<file path="config.mk">
export PLATFORM = sky130hd
export DESIGN_NAME = pio_in_edge_irq_flat
export DESIGN_NICKNAME = d
export VERILOG_FILES = /design/src/rtl/pio_in_edge_irq_if.sv /design/src/rtl/pio_in_edge_irq.sv /design/src/flat_wrapper.sv
export SDC_FILE = /design/constraint.sdc
export NUM_CORES = 1
export LEC_CHECK = 0
export ABC_AREA = 1
export CORE_MARGIN = 2
export CORE_UTILIZATION = 55
export CTS_BUF_LIST = sky130_fd_sc_hd__clkbuf_8
export DETAILED_ROUTE_END_ITERATION = 8
export DONT_BUFFER_PORTS = 1
export PLACE_DENSITY = 0.69
export REMOVE_ABC_BUFFERS = 1
export SLEW_MARGIN = 0
export SYNTH_ARGS = -nofsm -noshare
export SYNTH_HDL_FRONTEND = slang
export SYNTH_SLANG_ARGS = --single-unit
</file>
<file path="constraint.sdc">
create_clock -name clk -period 2.1 [get_ports clk]
set_input_delay 0 -clock clk [delete_from_list [all_inputs] [get_ports clk]]
set_output_delay 0 -clock clk [all_outputs]
set_load 0.03 [all_outputs]
</file>
<file path="src/rtl/pio_in_edge_irq_if.sv">
// +--------------------------------------------------------------------------+
// | pio_in_edge_irq_if : Avalon-MM slave bus bundle plus interrupt line for   |
// |                      the edge-capturing input PIO.                        |
// | Revision 1.0                                                              |
// +--------------------------------------------------------------------------+
`default_nettype none

interface pio_in_edge_irq_if;
    logic [2:0]  address;
    logic        chipselect;
    logic        write_n;
    logic [31:0] writedata;
    logic [31:0] readdata;
    logic        irq;

    modport master (
        output address,
        output chipselect,
        output write_n,
        output writedata,
        input  readdata,
        input  irq
    );

    modport slave (
        input  address,
        input  chipselect,
        input  write_n,
        input  writedata,
        output readdata,
        output irq
    );
endinterface

`default_nettype wire

</file>
<file path="src/rtl/pio_in_edge_irq.sv">
// +--------------------------------------------------------------------------+
// | pio_in_edge_irq : parametrised input PIO with per-bit rise/fall edge      |
// |                   capture, W1C clear and level interrupt.                 |
// | Optional debounce filter enabled by defining PIO_IN_DEBOUNCE_EN.          |
// | Revision 1.0                                                              |
// +--------------------------------------------------------------------------+
`default_nettype none

module pio_in_edge_irq #(
    parameter int               WIDTH       = 18,
    parameter int               SYNC_STAGES = 2,
    parameter int               DB_CNT_W    = 16,
    parameter logic [WIDTH-1:0] RISE_RST    = '0,
    parameter logic [WIDTH-1:0] FALL_RST    = {WIDTH{1'b1}}
) (
    input  wire logic             clk,
    input  wire logic             reset_n,
    input  wire logic [WIDTH-1:0] in_port,
    pio_in_edge_irq_if.slave      bus
);

    localparam logic [2:0] c_ADDR_DATA     = 3'd0;
    localparam logic [2:0] c_ADDR_RISE_EN  = 3'd1;
    localparam logic [2:0] c_ADDR_IRQ_MASK = 3'd2;
    localparam logic [2:0] c_ADDR_EDGE_CAP = 3'd3;
    localparam logic [2:0] c_ADDR_FALL_EN  = 3'd4;
    localparam logic [2:0] c_ADDR_DB_LIMIT = 3'd5;
    localparam logic [2:0] c_ADDR_IRQ_PEND = 3'd6;

    logic [WIDTH-1:0]    r_sync [SYNC_STAGES];
    logic [WIDTH-1:0]    w_sync;
    logic [WIDTH-1:0]    r_filt;
    logic [WIDTH-1:0]    w_filt_nxt;
    logic [WIDTH-1:0]    r_filt_d;
    logic [WIDTH-1:0]    w_edge;
    logic [WIDTH-1:0]    r_edge_cap;
    logic [WIDTH-1:0]    w_clr;
    logic [WIDTH-1:0]    r_irq_mask;
    logic [WIDTH-1:0]    r_rise_en;
    logic [WIDTH-1:0]    r_fall_en;
    logic [DB_CNT_W-1:0] w_db_limit;
    logic                w_wr;
    logic [31:0]         w_rdata;
    logic [31:0]         r_rdata;
    logic                r_irq;

    assign w_wr = bus.chipselect & ~bus.write_n;

    // Metastability chain; only the last stage is consumed downstream.
    always_ff @(posedge clk or negedge reset_n) begin
        if (!reset_n) begin
            for (int i = 0; i < SYNC_STAGES; i++) begin
                r_sync[i] <= '0;
            end
        end else begin
            r_sync[0] <= in_port;
            for (int i = 1; i < SYNC_STAGES; i++) begin
                r_sync[i] <= r_sync[i-1];
            end
        end
    end

    assign w_sync = r_sync[SYNC_STAGES-1];

`ifdef PIO_IN_DEBOUNCE_EN
    logic [DB_CNT_W-1:0] r_db_limit;

    always_ff @(posedge clk or negedge reset_n) begin
        if (!reset_n) begin
            r_db_limit <= '0;
        end else if (w_wr && (bus.address == c_ADDR_DB_LIMIT)) begin
            r_db_limit <= bus.writedata[DB_CNT_W-1:0];
        end
    end

    assign w_db_limit = r_db_limit;

    // Compare uses >= so a limit lowered mid-count takes effect at once;
    // a zero limit therefore degenerates to a straight pass-through.
    for (genvar gi = 0; gi < WIDTH; gi++) begin : g_db
        logic [DB_CNT_W-1:0] r_cnt;
        logic [DB_CNT_W-1:0] w_cnt_inc;
        logic                w_diff;
        logic                w_hit;

        assign w_diff    = w_sync[gi] != r_filt[gi];
        assign w_cnt_inc = (&r_cnt) ? r_cnt : r_cnt + DB_CNT_W'(1);
        assign w_hit     = w_diff && (w_cnt_inc >= r_db_limit);

        always_ff @(posedge clk or negedge reset_n) begin
            if (!reset_n) begin
                r_cnt <= '0;
            end else if (!w_diff || w_hit) begin
                r_cnt <= '0;
            end else begin
                r_cnt <= w_cnt_inc;
            end
        end

        assign w_filt_nxt[gi] = w_hit ? w_sync[gi] : r_filt[gi];
    end
`else
    assign w_filt_nxt = w_sync;
    assign w_db_limit = '0;
`endif

    always_ff @(posedge clk or negedge reset_n) begin
        if (!reset_n) begin
            r_filt   <= '0;
            r_filt_d <= '0;
        end else begin
            r_filt   <= w_filt_nxt;
            r_filt_d <= r_filt;
        end
    end

    assign w_edge = (r_rise_en &  r_filt & ~r_filt_d)
                  | (r_fall_en & ~r_filt &  r_filt_d);

    assign w_clr = (w_wr && (bus.address == c_ADDR_EDGE_CAP))
                 ? bus.writedata[WIDTH-1:0] : '0;

    always_ff @(posedge clk or negedge reset_n) begin
        if (!reset_n) begin
            r_rise_en  <= RISE_RST;
            r_fall_en  <= FALL_RST;
            r_irq_mask <= '0;
        end else if (w_wr) begin
            case (bus.address)
                c_ADDR_RISE_EN:  r_rise_en  <= bus.writedata[WIDTH-1:0];
                c_ADDR_IRQ_MASK: r_irq_mask <= bus.writedata[WIDTH-1:0];
                c_ADDR_FALL_EN:  r_fall_en  <= bus.writedata[WIDTH-1:0];
                default: ;
            endcase
        end
    end

    // A fresh edge is ORed in after the clear so it survives a same-cycle W1C.
    always_ff @(posedge clk or negedge reset_n) begin
        if (!reset_n) begin
            r_edge_cap <= '0;
            r_irq      <= 1'b0;
        end else begin
            r_edge_cap <= (r_edge_cap & ~w_clr) | w_edge;
            r_irq      <= |(r_edge_cap & r_irq_mask);
        end
    end

    always_comb begin
        w_rdata = '0;
        case (bus.address)
            c_ADDR_DATA:     w_rdata = 32'(r_filt);
            c_ADDR_RISE_EN:  w_rdata = 32'(r_rise_en);
            c_ADDR_IRQ_MASK: w_rdata = 32'(r_irq_mask);
            c_ADDR_EDGE_CAP: w_rdata = 32'(r_edge_cap);
            c_ADDR_FALL_EN:  w_rdata = 32'(r_fall_en);
            c_ADDR_DB_LIMIT: w_rdata = 32'(w_db_limit);
            c_ADDR_IRQ_PEND: w_rdata = 32'(r_edge_cap & r_irq_mask);
            default:         w_rdata = '0;
        endcase
    end

    always_ff @(posedge clk or negedge reset_n) begin
        if (!reset_n) begin
            r_rdata <= '0;
        end else begin
            r_rdata <= w_rdata;
        end
    end

    assign bus.readdata = r_rdata;
    assign bus.irq      = r_irq;

endmodule

`default_nettype wire

</file>
<file path="src/flat_wrapper.sv">
// flat-port wrapper written by rule: the top's interface ports become plain ports
module pio_in_edge_irq_flat 
#(
    parameter int               WIDTH       = 18,
    parameter int               SYNC_STAGES = 2,
    parameter int               DB_CNT_W    = 16,
    parameter logic [WIDTH-1:0] RISE_RST    = '0,
    parameter logic [WIDTH-1:0] FALL_RST    = {WIDTH{1'b1}}
)
  (clk, reset_n, in_port, bus_address, bus_chipselect, bus_write_n, bus_writedata, bus_readdata, bus_irq);
  pio_in_edge_irq_if bus_i ();
  input  wire logic clk;
  input  wire logic reset_n;
  input  wire logic [WIDTH-1:0] in_port;
  input wire logic [$bits(bus_i.address)-1:0] bus_address;
  input wire logic [$bits(bus_i.chipselect)-1:0] bus_chipselect;
  input wire logic [$bits(bus_i.write_n)-1:0] bus_write_n;
  input wire logic [$bits(bus_i.writedata)-1:0] bus_writedata;
  output wire logic [$bits(bus_i.readdata)-1:0] bus_readdata;
  output wire logic [$bits(bus_i.irq)-1:0] bus_irq;
  assign bus_i.address = bus_address;
  assign bus_i.chipselect = bus_chipselect;
  assign bus_i.write_n = bus_write_n;
  assign bus_i.writedata = bus_writedata;
  assign bus_readdata = bus_i.readdata;
  assign bus_irq = bus_i.irq;
  pio_in_edge_irq #(.WIDTH(WIDTH), .SYNC_STAGES(SYNC_STAGES), .DB_CNT_W(DB_CNT_W), .RISE_RST(RISE_RST), .FALL_RST(FALL_RST)) u_core (.clk(clk), .reset_n(reset_n), .in_port(in_port), .bus(bus_i));
endmodule
</file>
==> out/summary.json, run 1 <==
{
  "proportion_of_layout_cells_with_a_drive_suffix_above_1": 0.0853,
  "timing.critical_path.slowest_stage_cell": "dlygate4sd3_1",
  "number_of_rows_created_at_floorplan": 39,
  "critical_path.most_common_cell": "nand2_1",
  "synth-seq-cells": 163,
  "power_switching_share": 0.282,
  "ff2ff_setup_slack_ps": 750,
  "tightest_slew_ps": 1010,
  "clock_sink_count": 163,
  "skew_ps": 9.60,
  "grt_max_degree": 164,
  "final.hold.worst_slack_ps": -768,
  "cap_viol_max_count": 0,
  "crit_buf_inv": 3,
  "fp.dieArea_sq_um": 12800,
  "outcome": "finished with violations",
  "number_of_instances_in_the_synthesized_netlist": 703,
  "critical_path.endpoint_type": "flop",
  "clkSlewWorstSetupHoldPaths_ps": 80,
  "chipHeight_microns": 113,
  "floorplan.initialDensity": 0.568,
  "io_buffers": 0,
  "pwr-share-comb": 0.116,
  "cts_tree": "yes",
  "power_switching_w": 0.00195,
  "global_route.overflow_total": 0,
  "area_growth_pct": 14.2,
  "first_global_vias": 4665,
  "fillers": 917,
  "crit_family": "buffers and inverters",
  "drcViolationCount": 5,
  "clock_tree.root_cell": "clkbuf_8",
  "grt.total_usage": 0.238,
  "worst_reg2reg_endpoint": "u_core.bus.readdata[12]",
  "layout.cells.most_common_list": "nand2_1 (205), dfrtp_1 (145), nor2_1 (94), o21ai_0 (54), dlygate4sd3_1 (46)",
  "crit_path_start_kind": "input pin",
  "clock.fmax_mhz": 525,
  "critical_path_required_ps": 2460,
  "synthDistinctLibCells": 21,
  "dpl.cell_count": 825,
  "clock_power_share": 0.313,
  "dp.final_hpwl_microns": 8100,
  "post_synth.cell_area_avg_sq_um": 9.31,
  "layout.cells.most_common": "nand2_1",
  "powerDensity_nw_per_um2": 924,
  "arrival_ps": 2260,
  "yosysSeqAreaShare": 0.627,
  "violations": "design-rule violations, negative hold slack",
  "wl_per_cell_microns": 15.5,
  "worstPathCellList": "dlygate4sd3_1, nor2_2, inv_1, nor2_4, nand2_1, dlygate4sd3_1, nand2_1, nand2_1",
  "gp_routability_congestion": 0.801,
  "grt_first_pass_wirelength_microns": 23000,
  "fin_setup_tns_ps": 0,
  "antenna_found_initial": 1,
  "slew_violations": 0,
  "dieWidth_microns": 113,
  "placeableCoreArea_sq_um": 11500,
  "pin_count": 90,
  "vdd_drop_max_uv": 632,
  "min_period_over_period": 0.907,
  "worst_r2r_path_depth": 4,
  "worstSkewPairLatency_ps": 460,
  "cell_area_after_synthesis_sq_um": 6550,
  "min_path_type": "in -> async",
  "cts-root-to-sink-buffers": 2,
  "final_setup_violating_endpoints": 0,
  "multi_input_gate_area_in_the_final_layout_sq_um": 2090,
  "share_of_power_burned_in_registers": 0.571,
  "ctsHtreeMaxLevel": 4,
  "first_pass_iters": 7,
  "setup_repair_after_global_routing_missed_its_margin": "no",
  "cts.hold.buffers_added": 48,
  "post_route_design_area_sq_um": 7480,
  "critical_path_max_stage_delay_ps": 580,
  "area.sequential_sq_um": 4100,
  "via_count": 4794,
  "drt.antenna.violating_nets": 0,
  "routed_via_density": 5.29,
  "layoutNonFillerInstCount": 906,
  "drtIter0Drc": 477,
  "final_net_count": 806,
  "regToRegStartpoint": "u_core.r_edge_cap[12]",
  "p_total_w": 0.00691,
  "yosys_warnings": 0,
  "detail_route.wirelength_microns": 14100,
  "placed_cell_area_sq_um": 6610,
  "slew_headroom": 0.326,
  "p_leak_nw": 3.53,
  "timing.critical_path.fanout_max": 18,
  "numCtsBuffers": 17,
  "number_of_failing_hold_endpoints_at_the_final_stage": 163,
  "period_minus_slack_ps": 1900,
  "internal_power_w": 0.00496,
  "critPathKind": "in -> reg"
}
## worst reg2reg max path, cell delays in order (launching register included)
cell and delay [ps]:
dfrtp_1 420, nand4_1 100, dlygate4sd3_1 570, o21a_1 110, nand2_1 40
## how the worst max path moves through the flow
stage / start / to / slack (ps) / depth (start not counted)
floorplan: bus_address[2] / u_core.r_irq_mask[0] / 630 / 3
global placement: bus_address[2] / u_core.r_irq_mask[4] / 800 / 6
detailed placement: bus_address[2] / u_core.r_irq_mask[0] / 760 / 6
CTS: bus_address[1] / u_core.r_fall_en[14] / 20 / 6
global route: bus_write_n / u_core.r_edge_cap[3] / 130 / 8
finish: bus_write_n / u_core.r_edge_cap[15] / 200 / 8
## synthesized netlist by cell type
master,count,share of area
o21ai_1,1,0.00076
a21oi_1,18,0.014
conb_1,1,0.00057
inv_2,1,0.00057
dfstp_2,18,0.072
nand3_2,3,0.0046
inv_1,40,0.023
buf_2,15,0.011
nand4_1,36,0.034
nand2_1,205,0.12
buf_4,16,0.018
o21ai_0,54,0.041
dfrtp_1,145,0.55
nand3_1,20,0.015
nand4_4,1,0.0032
nor2_1,94,0.054
o21a_1,18,0.021
clkbuf_1,12,0.0069
buf_6,1,0.0017
nor2_2,2,0.0019
nor2_4,2,0.0034
## through the flow
step,hold slack (ps),setup slack (ps),utilization
after floorplan,-296,628,-
after global placement,-291,798,0.574
after detailed placement,-291,764,0.574
after CTS,-802,24.5,0.649
after global routing,-805,125,0.649
final,-768,196,0.649
## power by group through the flow
stage | logic, W | clock network (W) | registers, W
final | 0.000803 | 0.00216 | 0.00395
after global routing | 0.000929 | 0.00235 | 0.00400
after CTS | 0.000805 | 0.00221 | 0.00394
after detailed placement | 0.000701 | 0 | 0.00400
after global placement | 0.000672 | 0 | 0.00399
after floorplan | 0.000549 | 0 | 0.00394
## registers in the layout, indices dropped and copies added, names as in the netlist
register and count:
u_core.r_edge_cap 18, u_core.r_filt_d 18, u_core.bus.readdata 18, u_core.r_rise_en 18
u_core.r_fall_en 18, u_core.r_filt 18, u_core.bus.irq 1, u_core.r_sync 18
u_core.w_filt_nxt 18, u_core.r_irq_mask 18
## kinds of logic (layout without fill, tap and decap cells)
family                 Yosys count  count (layout)  synth area share
other                            1              15          0.000573
buffers and inverters           85             131            0.0619
flip-flops                     163             163             0.627
AND/OR/NAND/NOR                363             363             0.234
AO/OA/AOI/OAI                   91              91            0.0765
## metal layers
| metal | up-vias | routed length (microns) | track usage |
|---|---|---|---|
| li1 | 2322 | - | - |
| met1 | 2276 | 6240 | 0.318 |
| met2 | 168 | 6560 | 0.360 |
| met3 | 28 | 1010 | 0.0766 |
| met4 | 0 | 269 | 0.104 |
| met5 | - | 0 | 0 |
## cell type report
type,instances,share of cell area
tap,143,0.0239
clock inverter,14,0.0167
sequential,163,0.549
multi-input combinational,468,0.279
timing repair buffer,58,0.0776
clock buffer,18,0.0331
inverter,41,0.0206
antenna,1,0.000335
## repair_timing
item                                   in CTS  in global routing
buffers inserted                            0                  0
setup endpoints to repair                   0                  8
endpoints found under the hold margin     271                163
gates resized for setup                     0                  1
Power figures use the tool's default switching activity.
==> run 2: changes to the inputs <==
--- a/config.mk
+++ b/config.mk
@@ -11,7 +11,8 @@
 export CTS_BUF_LIST = sky130_fd_sc_hd__clkbuf_8
 export DETAILED_ROUTE_END_ITERATION = 8
 export DONT_BUFFER_PORTS = 1
-export PLACE_DENSITY = 0.69
+export PLACE_DENSITY_LB_ADDON = 0.08
+export RECOVER_POWER = 50
 export REMOVE_ABC_BUFFERS = 1
 export SLEW_MARGIN = 0
 export SYNTH_ARGS = -nofsm -noshare
==> out/summary.json, run 2 (synthesis results as in run 1) <==
{
  "outcome": {"value": "finished with violations", "change": "unchanged"},
  "powerDensity": {"value": 907, "unit": "nW/um^2", "change": "was 924 nW/um^2"},
  "fin_setup_tns": {"value": 0, "unit": "ps", "change": "unchanged"},
  "clock_sink_count": {"value": 163, "change": "unchanged"},
  "worstPathCellList": {"value": "dlygate4sd3_1, nor2_2, inv_1, nor2_4, nand2_1, dlygate4sd3_1, nand2_1, nand2_1", "change": "unchanged"},
  "cap_viol_max_count": {"value": 0, "change": "unchanged"},
  "grt.total_usage": {"value": 0.245, "change": "was 0.238"},
  "p_leak": {"value": 3.61, "unit": "nW", "change": "was 3.53 nW"},
  "cts-root-to-sink-buffers": {"value": 2, "change": "unchanged"},
  "ctsHtreeMaxLevel": {"value": 4, "change": "unchanged"},
  "layout.cells.most_common_list": {"value": "nand2_1 (205), dfrtp_1 (145), nor2_1 (94), dlygate4sd3_1 (77), o21ai_0 (54)", "change": "was nand2_1 (205), dfrtp_1 (145), nor2_1 (94), o21ai_0 (54), dlygate4sd3_1 (46)"},
  "proportion_of_layout_cells_with_a_drive_suffix_above_1": {"value": 0.0871, "change": "was 0.0853"},
  "grt_first_pass_wirelength": {"value": 24000, "unit": "microns", "change": "was 23,000 microns"},
  "critPathKind": {"value": "in -> reg", "change": "unchanged"},
  "clock.fmax": {"value": 505, "unit": "MHz", "change": "was 525 MHz"},
  "wl_per_cell": {"value": 15.5, "unit": "microns", "change": "about the same"},
  "cts_tree": {"value": "yes", "change": "unchanged"},
  "critical_path_max_stage_delay": {"value": 600, "unit": "ps", "change": "was 580 ps"},
  "layout.cells.most_common": {"value": "nand2_1", "change": "unchanged"},
  "global_route.overflow_total": {"value": 0, "change": "unchanged"},
  "dieWidth": {"value": 113, "unit": "microns", "change": "unchanged"},
  "dp.final_hpwl": {"value": 7880, "unit": "microns", "change": "was 8100 microns"},
  "critical_path.endpoint_type": {"value": "flop", "change": "unchanged"},
  "detail_route.wirelength": {"value": 14500, "unit": "microns", "change": "was 14,100 microns"},
  "regToRegStartpoint": {"value": "u_core.r_edge_cap[8]", "change": "was u_core.r_edge_cap[12]"},
  "fp.dieArea": {"value": 12800, "unit": "sq um", "change": "unchanged"},
  "layoutNonFillerInstCount": {"value": 935, "change": "was 906"},
  "first_global_vias": {"value": 4878, "change": "was 4,665"},
  "setup_repair_after_global_routing_missed_its_margin": {"value": "no", "change": "unchanged"},
  "number_of_failing_hold_endpoints_at_the_final_stage": {"value": 163, "change": "unchanged"},
  "timing.critical_path.fanout_max": {"value": 18, "change": "unchanged"},
  "violations": {"value": "design-rule violations, negative hold slack", "change": "unchanged"},
  "routed_via_density": {"value": 5.32, "change": "was 5.29"},
  "final_setup_violating_endpoints": {"value": 0, "change": "unchanged"},
  "slew_headroom": {"value": 0.559, "change": "was 0.326"},
  "dpl.cell_count": {"value": 825, "change": "unchanged"},
  "placeableCoreArea": {"value": 11500, "unit": "sq um", "change": "unchanged"},
  "drcViolationCount": {"value": 5, "change": "unchanged"},
  "fillers": {"value": 910, "change": "was 917"},
  "final.hold.worst_slack": {"value": -771, "unit": "ps", "change": "was -768 ps"},
  "grt_max_degree": {"value": 164, "change": "unchanged"},
  "critical_path_required": {"value": 2450, "unit": "ps", "change": "was 2460 ps"},
  "gp_routability_congestion": {"value": 0.771, "change": "was 0.801"},
  "period_minus_slack": {"value": 1980, "unit": "ps", "change": "was 1900 ps"},
  "skew": {"value": 12.3, "unit": "ps", "change": "was 9.60 ps"},
  "vdd_drop_max": {"value": 574, "unit": "uV", "change": "was 632 uV"},
  "clock_tree.root_cell": {"value": "clkbuf_8", "change": "unchanged"},
  "critical_path.most_common_cell": {"value": "nand2_1", "change": "unchanged"},
  "min_path_type": {"value": "in -> async", "change": "unchanged"},
  "number_of_rows_created_at_floorplan": {"value": 39, "change": "unchanged"},
  "crit_end": {"value": "u_core.r_edge_cap[9]", "change": "was u_core.r_edge_cap[15]"},
  "slew_violations": {"value": 0, "change": "unchanged"},
  "ff2ff_setup_slack": {"value": 180, "unit": "ps", "change": "was 750 ps"},
  "worstSkewPairLatency": {"value": 460, "unit": "ps", "change": "about the same"},
  "post_cts_resized": {"value": 0, "change": "unchanged"},
  "final_core_util": {"value": 0.678, "change": "was 0.649"},
  "timing.critical_path.slowest_stage_cell": {"value": "dlygate4sd3_1", "change": "unchanged"},
  "io_buffers": {"value": 0, "change": "unchanged"},
  "cts.hold.buffers_added": {"value": 78, "change": "was 48"},
  "arrival": {"value": 2330, "unit": "ps", "change": "was 2260 ps"},
  "floorplan.initialDensity": {"value": 0.568, "change": "unchanged"},
  "drt.antenna.violating_nets": {"value": 0, "change": "unchanged"},
  "area_growth": {"value": 19.3, "unit": "%", "change": "was 14.2%"},
  "diodes": {"value": 0, "change": "was 1"},
  "worst_reg2reg_endpoint": {"value": "u_core.bus.readdata[8]", "change": "was u_core.bus.readdata[12]"},
  "worst_r2r_path_depth": {"value": 5, "change": "was 4"},
  "antenna_found_initial": {"value": 0, "change": "was 1"},
  "first_pass_iters": {"value": 7, "change": "unchanged"},
  "pin_count": {"value": 90, "change": "unchanged"},
  "clkSlewWorstSetupHoldPaths": {"value": 90, "unit": "ps", "change": "was 80 ps"},
  "final_net_count": {"value": 836, "change": "was 806"},
  "via_count": {"value": 4973, "change": "was 4,794"},
  "min_period_over_period": {"value": 0.943, "change": "was 0.907"},
  "worst_setup_path_startpoint": {"value": "bus_write_n", "change": "unchanged"},
  "chipHeight": {"value": 113, "unit": "microns", "change": "unchanged"},
  "crit_path_start_kind": {"value": "input pin", "change": "unchanged"},
  "tightest_slew": {"value": 660, "unit": "ps", "change": "was 1010 ps"},
  "drtIter0Drc": {"value": 449, "change": "was 477"},
  "numCtsBuffers": {"value": 17, "change": "unchanged"}
}
-- run 2: cell types whose count changed in the layout (fill, tap and decap cells not counted), sizes merged --
cell	delta
inv	-4
diode	-1
clkinvlp	-2
dlygate4sd3	+31
clkinv	+2
dlymetal6s4s	-1
clkbuf	+4
-- run 2: metal layers --
| metal | global-route usage | up-vias | part of all wire |
|---|---|---|---|
| li1 | - | 2379 | - |
| met1 | 0.326 | 2424 | 0.44 |
| met2 | 0.392 | 149 | 0.48 |
| met3 | 0.0503 | 21 | 0.060 |
| met4 | 0.115 | 0 | 0.021 |
| met5 | 0 | - | 0 |
-- run 2: cell type report --
class | count | area, sq um | share of cell area
inverters | 41 | 154 | 0.0197
clock inverters | 10 | 105 | 0.0135
well taps | 143 | 179 | 0.0229
repair buffers | 88 | 878 | 0.112
multi-input cells | 468 | 2090 | 0.267
flip-flops and latches | 163 | 4100 | 0.525
clock buffers | 22 | 303 | 0.0388
-- run 2: power by group --
group | switching, W | internal [W] | total, W
combinational | 0.000476 | 0.000368 | 0.000844
sequential | 0.000372 | 0.00358 | 0.00395
clock | 0.00109 | 0.00120 | 0.00229
total | 0.00194 | 0.00515 | 0.00708
-- run 2: metrics by stage --
stage          setup slack (ps)  cell area (sq um)  power, W  hold WS [ps]
2_1_floorplan               628               6340   0.00449          -296
3_3_place_gp                671               6610   0.00467          -292
3_5_place_dp                672               6610   0.00470          -292
6_report                    119               7810   0.00708          -771
5_1_grt                    29.0               7810   0.00746          -792
4_1_cts                     216               7810   0.00713          -794
-- run 2: how the worst min path moves through the flow --
stage / end / slack, ps / depth (start not counted) / start
global placement: u_core.r_filt_d[13] / -290 / 0 / reset_n
finish: u_core.r_rise_en[13] / -770 / 0 / reset_n
detailed placement: u_core.r_filt[13] / -290 / 0 / reset_n
global route: u_core.r_filt_d[13] / -790 / 0 / reset_n
CTS: u_core.bus.readdata[16] / -790 / 0 / reset_n
floorplan: u_core.bus.irq / -300 / 0 / reset_n
-- run 2: critical path, delay by kind of cell --
kind | cells | cell delay (ps)
buffers and inverters | 3 | 1280
and+or+nand+nor | 5 | 1050
-- run 2: timing repair --
item / CTS / global route
endpoints found under the hold margin: 271 / 163
endpoints found under the setup margin: 0 / 0
setup buffers: 0 / 0
